==> config.mk <==
export PLATFORM = sky130hd
export DESIGN_NAME = multicycle_ctrl
export DESIGN_NICKNAME = d
export VERILOG_FILES = /design/src/rtl/multicycle_ctrl.sv
export SDC_FILE = /design/constraint.sdc
export NUM_CORES = 1
export LEC_CHECK = 0
export BUFFER_PORTS_ARGS = -buffer_cell sky130_fd_sc_hd__buf_4
export CAP_MARGIN = 30
export CORE_MARGIN = 2
export CORE_UTILIZATION = 53
export CTS_CLUSTER_DIAMETER = 80
export DETAILED_ROUTE_END_ITERATION = 8
export PLACE_DENSITY = 0.94
export SYNTH_ARGS = -nofsm -noshare
export SYNTH_HDL_FRONTEND = slang
export SYNTH_SLANG_ARGS = --single-unit
==> constraint.sdc <==
create_clock -name clk -period 4.95 [get_ports clk]
set_input_delay 1.485 -clock clk [delete_from_list [all_inputs] [get_ports clk]]
set_output_delay 1.485 -clock clk [all_outputs]
set_load 0.01 [all_outputs]
==> src/rtl/multicycle_ctrl.sv <==
// Moore control FSM for a shared multi-cycle datapath (fetch/decode/execute/memory/writeback).
// Optional retired-instruction counter is enabled by defining MC_CTRL_PERF_EN.
module multicycle_ctrl #(
  parameter int MEM_TIMEOUT = 15,
  parameter int CNT_W       = 32
) (
  input  logic       clk,
  input  logic       rst,
  input  logic [5:0] opcode,
  input  logic [5:0] func,
  input  logic       zero,
  input  logic       mem_ready,
  output logic       pc_write,
  output logic       pc_write_cond,
  output logic       ir_write,
  output logic       iord,
  output logic       mem_read,
  output logic       mem_write,
  output logic       reg_write,
  output logic [1:0] regdst,
  output logic [1:0] memtoreg,
  output logic       alusrc_a,
  output logic [1:0] alusrc_b,
  output logic [2:0] aluop,
  output logic [1:0] pcsource,
  output logic [3:0] state,
  output logic       illegal,
  output logic       mem_err
`ifdef MC_CTRL_PERF_EN
  ,
  output logic [CNT_W-1:0] instr_retired
`endif
);

  // Handshake: a memory state raises mem_read/mem_write and holds it, unchanged,
  // until the cycle mem_ready=1; that cycle completes the transfer and the FSM moves on.

  typedef enum logic [3:0] {
    S_FETCH    = 4'd0,
    S_DECODE   = 4'd1,
    S_EXEC_R   = 4'd2,
    S_EXEC_I   = 4'd3,
    S_MEM_ADDR = 4'd4,
    S_MEM_RD   = 4'd5,
    S_MEM_WB   = 4'd6,
    S_MEM_WR   = 4'd7,
    S_ALU_WB   = 4'd8,
    S_BRANCH   = 4'd9,
    S_JUMP     = 4'd10,
    S_JR       = 4'd11,
    S_TRAP     = 4'd12
  } state_t;

  localparam int WAIT_W = (MEM_TIMEOUT < 1) ? 1 : $clog2(MEM_TIMEOUT + 2);
  localparam logic [WAIT_W-1:0] WAIT_MAX = '1;
  localparam logic [WAIT_W-1:0] WAIT_LAST = WAIT_W'(MEM_TIMEOUT - 1);

  state_t            state_q;
  state_t            state_d;
  logic [WAIT_W-1:0] wait_cnt;
  logic              in_mem;
  logic              timeout;
  logic              unused_zero;

  // The zero flag qualifies pc_write_cond in the datapath, not here.
  assign unused_zero = zero;
  assign state       = state_q;

  assign in_mem  = (state_q == S_FETCH) || (state_q == S_MEM_RD) || (state_q == S_MEM_WR);
  // Trap on the cycle the counter would reach MEM_TIMEOUT; mem_ready that cycle wins.
  assign timeout = (MEM_TIMEOUT != 0) && in_mem && !mem_ready && (wait_cnt >= WAIT_LAST);

  always_ff @(posedge clk) begin
    if (rst) begin
      state_q  <= S_FETCH;
      wait_cnt <= '0;
      illegal  <= 1'b0;
      mem_err  <= 1'b0;
    end else begin
      state_q <= state_d;
      if (state_d != state_q)
        wait_cnt <= '0;
      else if (in_mem && !mem_ready && (wait_cnt != WAIT_MAX))
        wait_cnt <= wait_cnt + 1'b1;
      if ((state_q == S_DECODE) && (state_d == S_TRAP))
        illegal <= 1'b1;
      if (timeout)
        mem_err <= 1'b1;
    end
  end

`ifdef MC_CTRL_PERF_EN
  always_ff @(posedge clk) begin
    if (rst)
      instr_retired <= '0;
    else if ((state_d == S_FETCH) && (state_q != S_FETCH))
      instr_retired <= instr_retired + 1'b1;
  end
`else
  logic [CNT_W-1:0] unused_perf;
  assign unused_perf = '0;
`endif

  always_comb begin
    state_d       = state_q;
    pc_write      = 1'b0;
    pc_write_cond = 1'b0;
    ir_write      = 1'b0;
    iord          = 1'b0;
    mem_read      = 1'b0;
    mem_write     = 1'b0;
    reg_write     = 1'b0;
    regdst        = 2'b00;
    memtoreg      = 2'b00;
    alusrc_a      = 1'b0;
    alusrc_b      = 2'b00;
    aluop         = 3'b000;
    pcsource      = 2'b00;

    case (state_q)
      S_FETCH: begin
        mem_read = 1'b1;
        alusrc_b = 2'b01;
        aluop    = 3'b011;
        ir_write = mem_ready;
        pc_write = mem_ready;
        if (timeout)        state_d = S_TRAP;
        else if (mem_ready) state_d = S_DECODE;
      end
      S_DECODE: begin
        alusrc_b = 2'b11;
        aluop    = 3'b011;
        if (opcode == 6'h00) begin
          if (func[5:3] == 3'b000) state_d = S_EXEC_R;
          else if (func == 6'h08)  state_d = S_JR;
          else                     state_d = S_TRAP;
        end else if (opcode[5:3] == 3'b010) begin
          state_d = S_EXEC_I;
        end else if ((opcode == 6'h23) || (opcode == 6'h2B)) begin
          state_d = S_MEM_ADDR;
        end else if (opcode == 6'h30) begin
          state_d = S_BRANCH;
        end else if ((opcode == 6'h31) || (opcode == 6'h33)) begin
          state_d = S_JUMP;
        end else begin
          state_d = S_TRAP;
        end
      end
      S_EXEC_R: begin
        alusrc_a = 1'b1;
        aluop    = func[2:0];
        state_d  = S_ALU_WB;
      end
      S_EXEC_I: begin
        alusrc_a = 1'b1;
        alusrc_b = 2'b10;
        aluop    = opcode[2:0];
        state_d  = S_ALU_WB;
      end
      S_ALU_WB: begin
        reg_write = 1'b1;
        regdst    = (opcode == 6'h00) ? 2'b01 : 2'b00;
        state_d   = S_FETCH;
      end
      S_MEM_ADDR: begin
        alusrc_a = 1'b1;
        alusrc_b = 2'b10;
        aluop    = 3'b011;
        state_d  = (opcode == 6'h2B) ? S_MEM_WR : S_MEM_RD;
      end
      S_MEM_RD: begin
        iord     = 1'b1;
        mem_read = 1'b1;
        if (timeout)        state_d = S_TRAP;
        else if (mem_ready) state_d = S_MEM_WB;
      end
      S_MEM_WB: begin
        reg_write = 1'b1;
        memtoreg  = 2'b01;
        state_d   = S_FETCH;
      end
      S_MEM_WR: begin
        iord      = 1'b1;
        mem_write = 1'b1;
        if (timeout)        state_d = S_TRAP;
        else if (mem_ready) state_d = S_FETCH;
      end
      S_BRANCH: begin
        alusrc_a      = 1'b1;
        aluop         = 3'b111;
        pc_write_cond = 1'b1;
        pcsource      = 2'b01;
        state_d       = S_FETCH;
      end
      S_JUMP: begin
        pc_write = 1'b1;
        pcsource = 2'b10;
        // jal links the already-incremented PC into r31.
        if (opcode == 6'h33) begin
          reg_write = 1'b1;
          regdst    = 2'b10;
          memtoreg  = 2'b10;
        end
        state_d = S_FETCH;
      end
      S_JR: begin
        pc_write = 1'b1;
        pcsource = 2'b11;
        state_d  = S_FETCH;
      end
      S_TRAP:  state_d = S_TRAP;
      default: state_d = S_TRAP;
    endcase

    // Reset aborts whatever is in flight without touching architectural state.
    if (rst) begin
      pc_write      = 1'b0;
      pc_write_cond = 1'b0;
      ir_write      = 1'b0;
      mem_read      = 1'b0;
      mem_write     = 1'b0;
      reg_write     = 1'b0;
    end
  end

endmodule

==> results of run 1 <==
[logic make-up after synthesis]
| family | Yosys count |
|---|---|
| AOI/OAI and AO/OA | 32 |
| buffers and inverters | 12 |
| xor gates and xnor gates | 5 |
| adders and majority gates | 3 |
| muxes | 6 |
| and+or+nand+nor | 80 |
| DFF | 11 |
[routing by layer]
metal / GRT usage [%] / vias to the layer above / share of wire [%]
li1: - / 622 / -
met4: 14.9 / 0 / 4.0
met5: 0 / - / 0
met1: 30.7 / 602 / 41
met2: 42.4 / 59 / 49
met3: 5.56 / 17 / 5.8
[power by group through the flow]
stage	Clock (mW)	Sequential [mW]	Combinational, mW
finish	0.0620	0.120	0.166
detailed placement	0	0.121	0.164
global route	0.0660	0.123	0.181
floorplan	0	0.104	0.125
global placement	0	0.120	0.159
CTS	0.0618	0.119	0.165
[state kept, by name (all words and copies together) (netlist names)]
register  flops
illegal       1
state         4
mem_err       1
wait_cnt      5
[final timing paths]
| check | from | to | slack, ns | cells past startpoint |
|---|---|---|---|---|
| max | opcode[2] | reg_write | 0.85 | 7 |
| min | mem_err | mem_err | 0.49 | 2 |
| max reg2reg | state[0] | wait_cnt[4] | 2.78 | 5 |
| min reg2reg | mem_err | mem_err | 0.49 | 2 |
[through the flow]
step	setup WS, ns	hold WS [ns]
2_1_floorplan	0.945	0.500
3_3_place_gp	0.904	0.467
3_5_place_dp	0.868	0.476
4_1_cts	0.867	0.493
5_1_grt	0.751	0.533
6_report	0.848	0.489
[worst min-delay path, stage by stage (launching register included)]
cell and delay, ns:
dfxtp_1 0.33, nor2_1 0.05, nor2_1 0.08
[synthesized netlist by cell type (3+ instances only)]
| library cell | n |
|---|---|
| and2_1 | 6 |
| xor2_1 | 4 |
| buf_6 | 3 |
| ha_1 | 3 |
| nand2_1 | 7 |
| mux2i_1 | 6 |
| clkbuf_1 | 4 |
| nand3_1 | 4 |
| nor2_1 | 21 |
| nand4_1 | 3 |
| o21ai_0 | 5 |
| nor3_1 | 7 |
| or3_1 | 3 |
| inv_1 | 4 |
| nor2b_1 | 4 |
| nor4_1 | 3 |
| a21oi_1 | 5 |
| nand2b_1 | 4 |
| nor3_2 | 3 |
| dfxtp_1 | 11 |
| o21bai_1 | 4 |
[area by class of cell]
type                            count  area, um2
Sequential cell                    11        220
Timing Repair Buffer               39        293
Multi-Input combinational cell    126        877
Tap cell                           27       33.8
Inverter                            4       15.0
Clock buffer                        4       26.3
Fill cell                         147        557
==> impl_metrics.toml, run 1 <==
[logic_synthesis]
syn-cell-area_um2 = 1170
synth_cell_type_count = 48
synth_top_area_share_pct = 18.9
synth_compound_area_share_pct = 22.7
syn_area_per_cell_um2 = 7.83
synthMuxAreaShare_pct = 5.15
synth-simple-area-share_pct = 40.3
synth_top_flop_cell = "dfxtp_1"
ys_warn_count = 0
syn-num-nets = 168
yosysTopAreaCell = "dfxtp_1"
synth-seq-cells = 11
synth_xor_area_share_pct = 3.76
synthArstFlopShare_pct = 0
synthAdderAreaFrac_pct = 3.22
synth_top_family_by_area = "simple AND/OR/NAND/NOR gates"
synth_area_leaders = "dfxtp_1, nor2_1, mux2i_1, and2_1, ha_1"
synthCells = 149
synth-edff-count = 0
seq_area_frac_synth_pct = 18.9

[layout]
final_cell_mix = "buf_4, nor2_1, dfxtp_1, nand2_1, nor3_1"
nNetsFinal = 204
syn_to_final_growth_pct = 25.6
final_area_um2 = 1470
diodes = 0
layout_commonest_cell = "buf_4"
final_util_pct = 72.5
layout-drive-gt1-share_pct = 31.0
final_cells = 211

[drt]
routed-via-count = 1300
route.detailed.drc = 0
vias_per_cell = 6.16
drtPass1Iterations = 4
drt_iter0_drc = 24
ant_nets = 0
drt-wirelength-per-cell_um = 14.9
routed_wl_mm = 3.15

[critical_path]
startpoint_type = "primary input"
crit_required_ns = 3.46
crit_slowest_cell = "or3_1"
worst-path-buf-inv = 2
critical_path.top_delay_family = "simple AND/OR/NAND/NOR gates"
path_class = "primary input to output pin"
worstPathMaxFanout = 7
slowest_delay_ns = 0.33
cp-end-kind = "output pin"
arrival_ns = 2.62
path_cells = "buf_4, nand2b_1, or3_1, nor3_1, nor2_1, nor2_1, buf_4"

[clocking]
cts_resized = 0
path_clk_slew_ns = 0.07
clkLatencyLatePin_ns = 0.27
cts_hold_buf = 0
cts_setup_buffers = 0
clockRootBuffer = "clkbuf_4"
tritoncts = "built"
clock_sinks = 11
cts-buffers-inserted = 3
h-tree-depth = 1
clockBufferDepth = 2

[timing]
worstMarginPinSlew_ns = 0.726
clock_skew_ns = 0.00247
max_freq_ghz = 0.244
hold_viol = 0
post-route-period-util_pct = 82.9
fin_crit_ns = 4.10
tns_ns = 0
slew_headroom_pct = 51.6
setup_viol = 0
grt_setup_unrepaired = "false"
drv_slew = 0

[power]
power_density_nw_per_um2 = 238
power_switching_uw = 141
leakage_nw = 0.599
p_seq_share_pct = 34.5
switching_share_pct = 40.6
power_frac_comb_pct = 47.7
internal_power_uw = 207
clockPowerShare_pct = 17.8
p_total_uw = 349
vdd_drop_max_mv = 0.141

[floorplanning]
start_util_pct = 57.7
dieArea_um2 = 2590
die_w_um = 50.9
num_io_pins = 41
core_um2 = 2020
num_rows = 16
fp.dieH_um = 50.9

[place]
place_congestion = 0.879
dpl.hpwl_mm = 2.42
dpl-instance-area_um2 = 1440
placed_cells = 207
io_buffers = 39

[grt]
grt_max_degree = 22
grt_pass1_vias = 1210
grt_overflow_total = 0
grt_first_pass_wirelength_mm = 5.22
grtUsageTotal_pct = 25.8
antenna_found_initial = 0

[run_status]
outcome = "complete, no violations"

[run]
cap_violations = 0

[min_path]
hold_path.class = "flip-flop to flip-flop"
(Power assumes the default switching activity.)
==> run 2, diff against run 1 <==
ABC_AREA = 1   (was unset)
CORE_UTILIZATION = 45   (was 53)
PLACE_DENSITY = 0.86   (was 0.94)
clock period = 3.7 ns   (was 4.95 ns; I/O delays follow)
==> impl_metrics.toml, run 2 <==
[run_status]
outcome = "complete, no violations"

[layout]
top_register = "wait_cnt"
diodes = 0
syn_to_final_growth_pct = 28.3
layout_commonest_cell = "buf_4"
final_area_um2 = 1500
largest_reg_flops = 5
nNetsFinal = 246
final_cell_mix = "buf_4, nand2_1, inv_1, nor2_1, nand3_1"
layout-drive-gt1-share_pct = 32.3

[critical_path]
crit_required_ns = 2.59
cp_common_cell = "buf_4"
critical_path.top_delay_family = "simple AND/OR/NAND/NOR gates"
path_class = "primary input to output pin"
worst-path-buf-inv = 3
cp-end-kind = "output pin"
startpoint_type = "primary input"
cp_num_cells = 7
arrival_ns = 2.19
r2r_cells = 10
crit_slowest_cell = "nor4_1"
worstPathMaxFanout = 4
path_cells = "buf_4, nor2_2, nand3_1, nor4_1, inv_1, a21oi_1, buf_4"
slowest_delay_ns = 0.31

[floorplanning]
dieArea_um2 = 3020
fp.dieH_um = 55.0
num_io_pins = 41
start_util_pct = 47.2
core_um2 = 2480
die_w_um = 55.0
num_rows = 18

[power]
power_switching_uw = 431
switching_share_pct = 51.7
vdd_drop_max_mv = 0.369
leakage_nw = 0.765
power_frac_comb_pct = 68.3
power_density_nw_per_um2 = 556
internal_power_uw = 403
clockPowerShare_pct = 10.7
p_seq_share_pct = 21.0

[place]
dpl.hpwl_mm = 2.41
io_buffers = 39
dpl-instance-area_um2 = 1470
place_congestion = 0.878

[timing]
drv_slew = 0
post-route-period-util_pct = 89.3
hold_viol = 0
worstMarginPinSlew_ns = 0.434
tns_ns = 0
setup_viol = 0
grt_setup_unrepaired = "false"
max_freq_ghz = 0.303
fin_crit_ns = 3.30
clock_skew_ns = 0.00143
slew_headroom_pct = 71.0

[logic_synthesis]
synth_top_area_share_pct = 18.8
synth-edff-count = 0
synthCells = 186
syn-num-nets = 205
synth-seq-cells = 11
syn-cell-area_um2 = 1170
synthArstFlopShare_pct = 0
synth_top_flop_cell = "dfxtp_1"
synthTopCellsByCount = "nand2_1, inv_1, nor2_1"
synth_most_common_cell = "nand2_1"
synth_cell_type_count = 33
seq_area_frac_synth_pct = 18.8
ys_warn_count = 0
syn_area_per_cell_um2 = 6.28
yosysTopAreaCell = "dfxtp_1"
synth_area_leaders = "dfxtp_1, nand2_1, inv_1, nor2_1, nand3_1"

[grt]
grt_max_degree = 12
grt_pass1_vias = 1096
grtUsageTotal_pct = 20.8
grt_first_pass_wirelength_mm = 4.60
antenna_found_initial = 0
grt_overflow_total = 0

[clocking]
h-tree-depth = 1
tritoncts = "built"
cts_resized = 0
cts_hold_buf = 0
clockRootBuffer = "clkbuf_4"
path_clk_slew_ns = 0.08
cts-buffers-inserted = 3
clkLatencyLatePin_ns = 0.27
clock_sinks = 11
cts_setup_buffers = 0
clockBufferDepth = 2

[drt]
drt_iter0_drc = 23
vias_per_cell = 5.00
routed-via-count = 1279
route.detailed.drc = 0
drtPass1Iterations = 4
ant_nets = 0
drt-wirelength-per-cell_um = 11.2
routed_wl_mm = 2.87

[min_path]
hold_path.class = "flip-flop to flip-flop"
hold_depth = 2

[run]
cap_violations = 0
run 2: changes by cell type after synthesis, sizes merged, moves of 4 or more:
cell and delta:
mux2i -6, or3 -4, nor2b -5, nor2 +11
inv +31, nand2b -4, nand3 +19, nand2 +36
and2 -6
run 2: worst min-delay path, delay by kind of cell, from the launching register on:
kind | cells | cell delay, ns
flops | 1 | 0.31
buf+inv | 1 | 0.04
compound gates | 1 | 0.05
run 2: logic make-up (layout without fill, tap and decap cells):
family	count (synthesis)	after routing	share of synthesized area, %
and+or+nand+nor	113	113	51.8
xor gates and xnor gates	4	4	3.00
AOI/OAI and AO/OA	16	16	8.67
buffers and inverters	38	78	13.5
DFF	11	11	18.8
muxes	1	1	0.964
adders and majority gates	3	3	3.21
run 2: final cells by class:
| cell class | count | area (um2) |
|---|---|---|
| Clock buffer | 4 | 26.3 |
| Fill cell | 247 | 978 |
| Inverter | 35 | 131 |
| Multi-Input combinational cell | 137 | 791 |
| Sequential cell | 11 | 220 |
| Tap cell | 30 | 37.5 |
| Timing Repair Buffer | 39 | 293 |
run 2: power by group through the flow:
stage          clock (mW)  combinational [mW]  sequential, mW
4_1_cts            0.0895               0.572           0.175
5_1_grt            0.0927               0.627           0.179
2_1_floorplan           0               0.424           0.161
3_3_place_gp            0               0.562           0.177
3_5_place_dp            0               0.570           0.178
6_report           0.0891               0.569           0.175
run 2: worst paths after layout:
path              startpoint           to  slack [ns]
setup / recovery   opcode[3]    reg_write        0.40
hold / removal       mem_err      mem_err        0.45
setup reg to reg    state[0]  wait_cnt[4]        1.90
hold reg to reg      mem_err      mem_err        0.45
run 2: stage by stage:
stage	worst slack (ns)	utilization (%)	instances	power, mW	hold WS [ns]
6_report	0.395	60.5	256	0.834	0.449
5_1_grt	0.184	60.5	256	0.899	0.473
4_1_cts	0.394	60.5	256	0.837	0.454
3_5_place_dp	0.400	59.4	252	0.748	0.442
3_3_place_gp	0.423	59.4	252	0.739	0.438
2_1_floorplan	0.457	-	186	0.586	0.474
run 2: layer usage:
metal | GRT usage, % | routed length (um)
met1 | 29.7 | 1390
met2 | 33.1 | 1340
met3 | 2.42 | 118
met4 | 5.28 | 26
met5 | 0 | 0
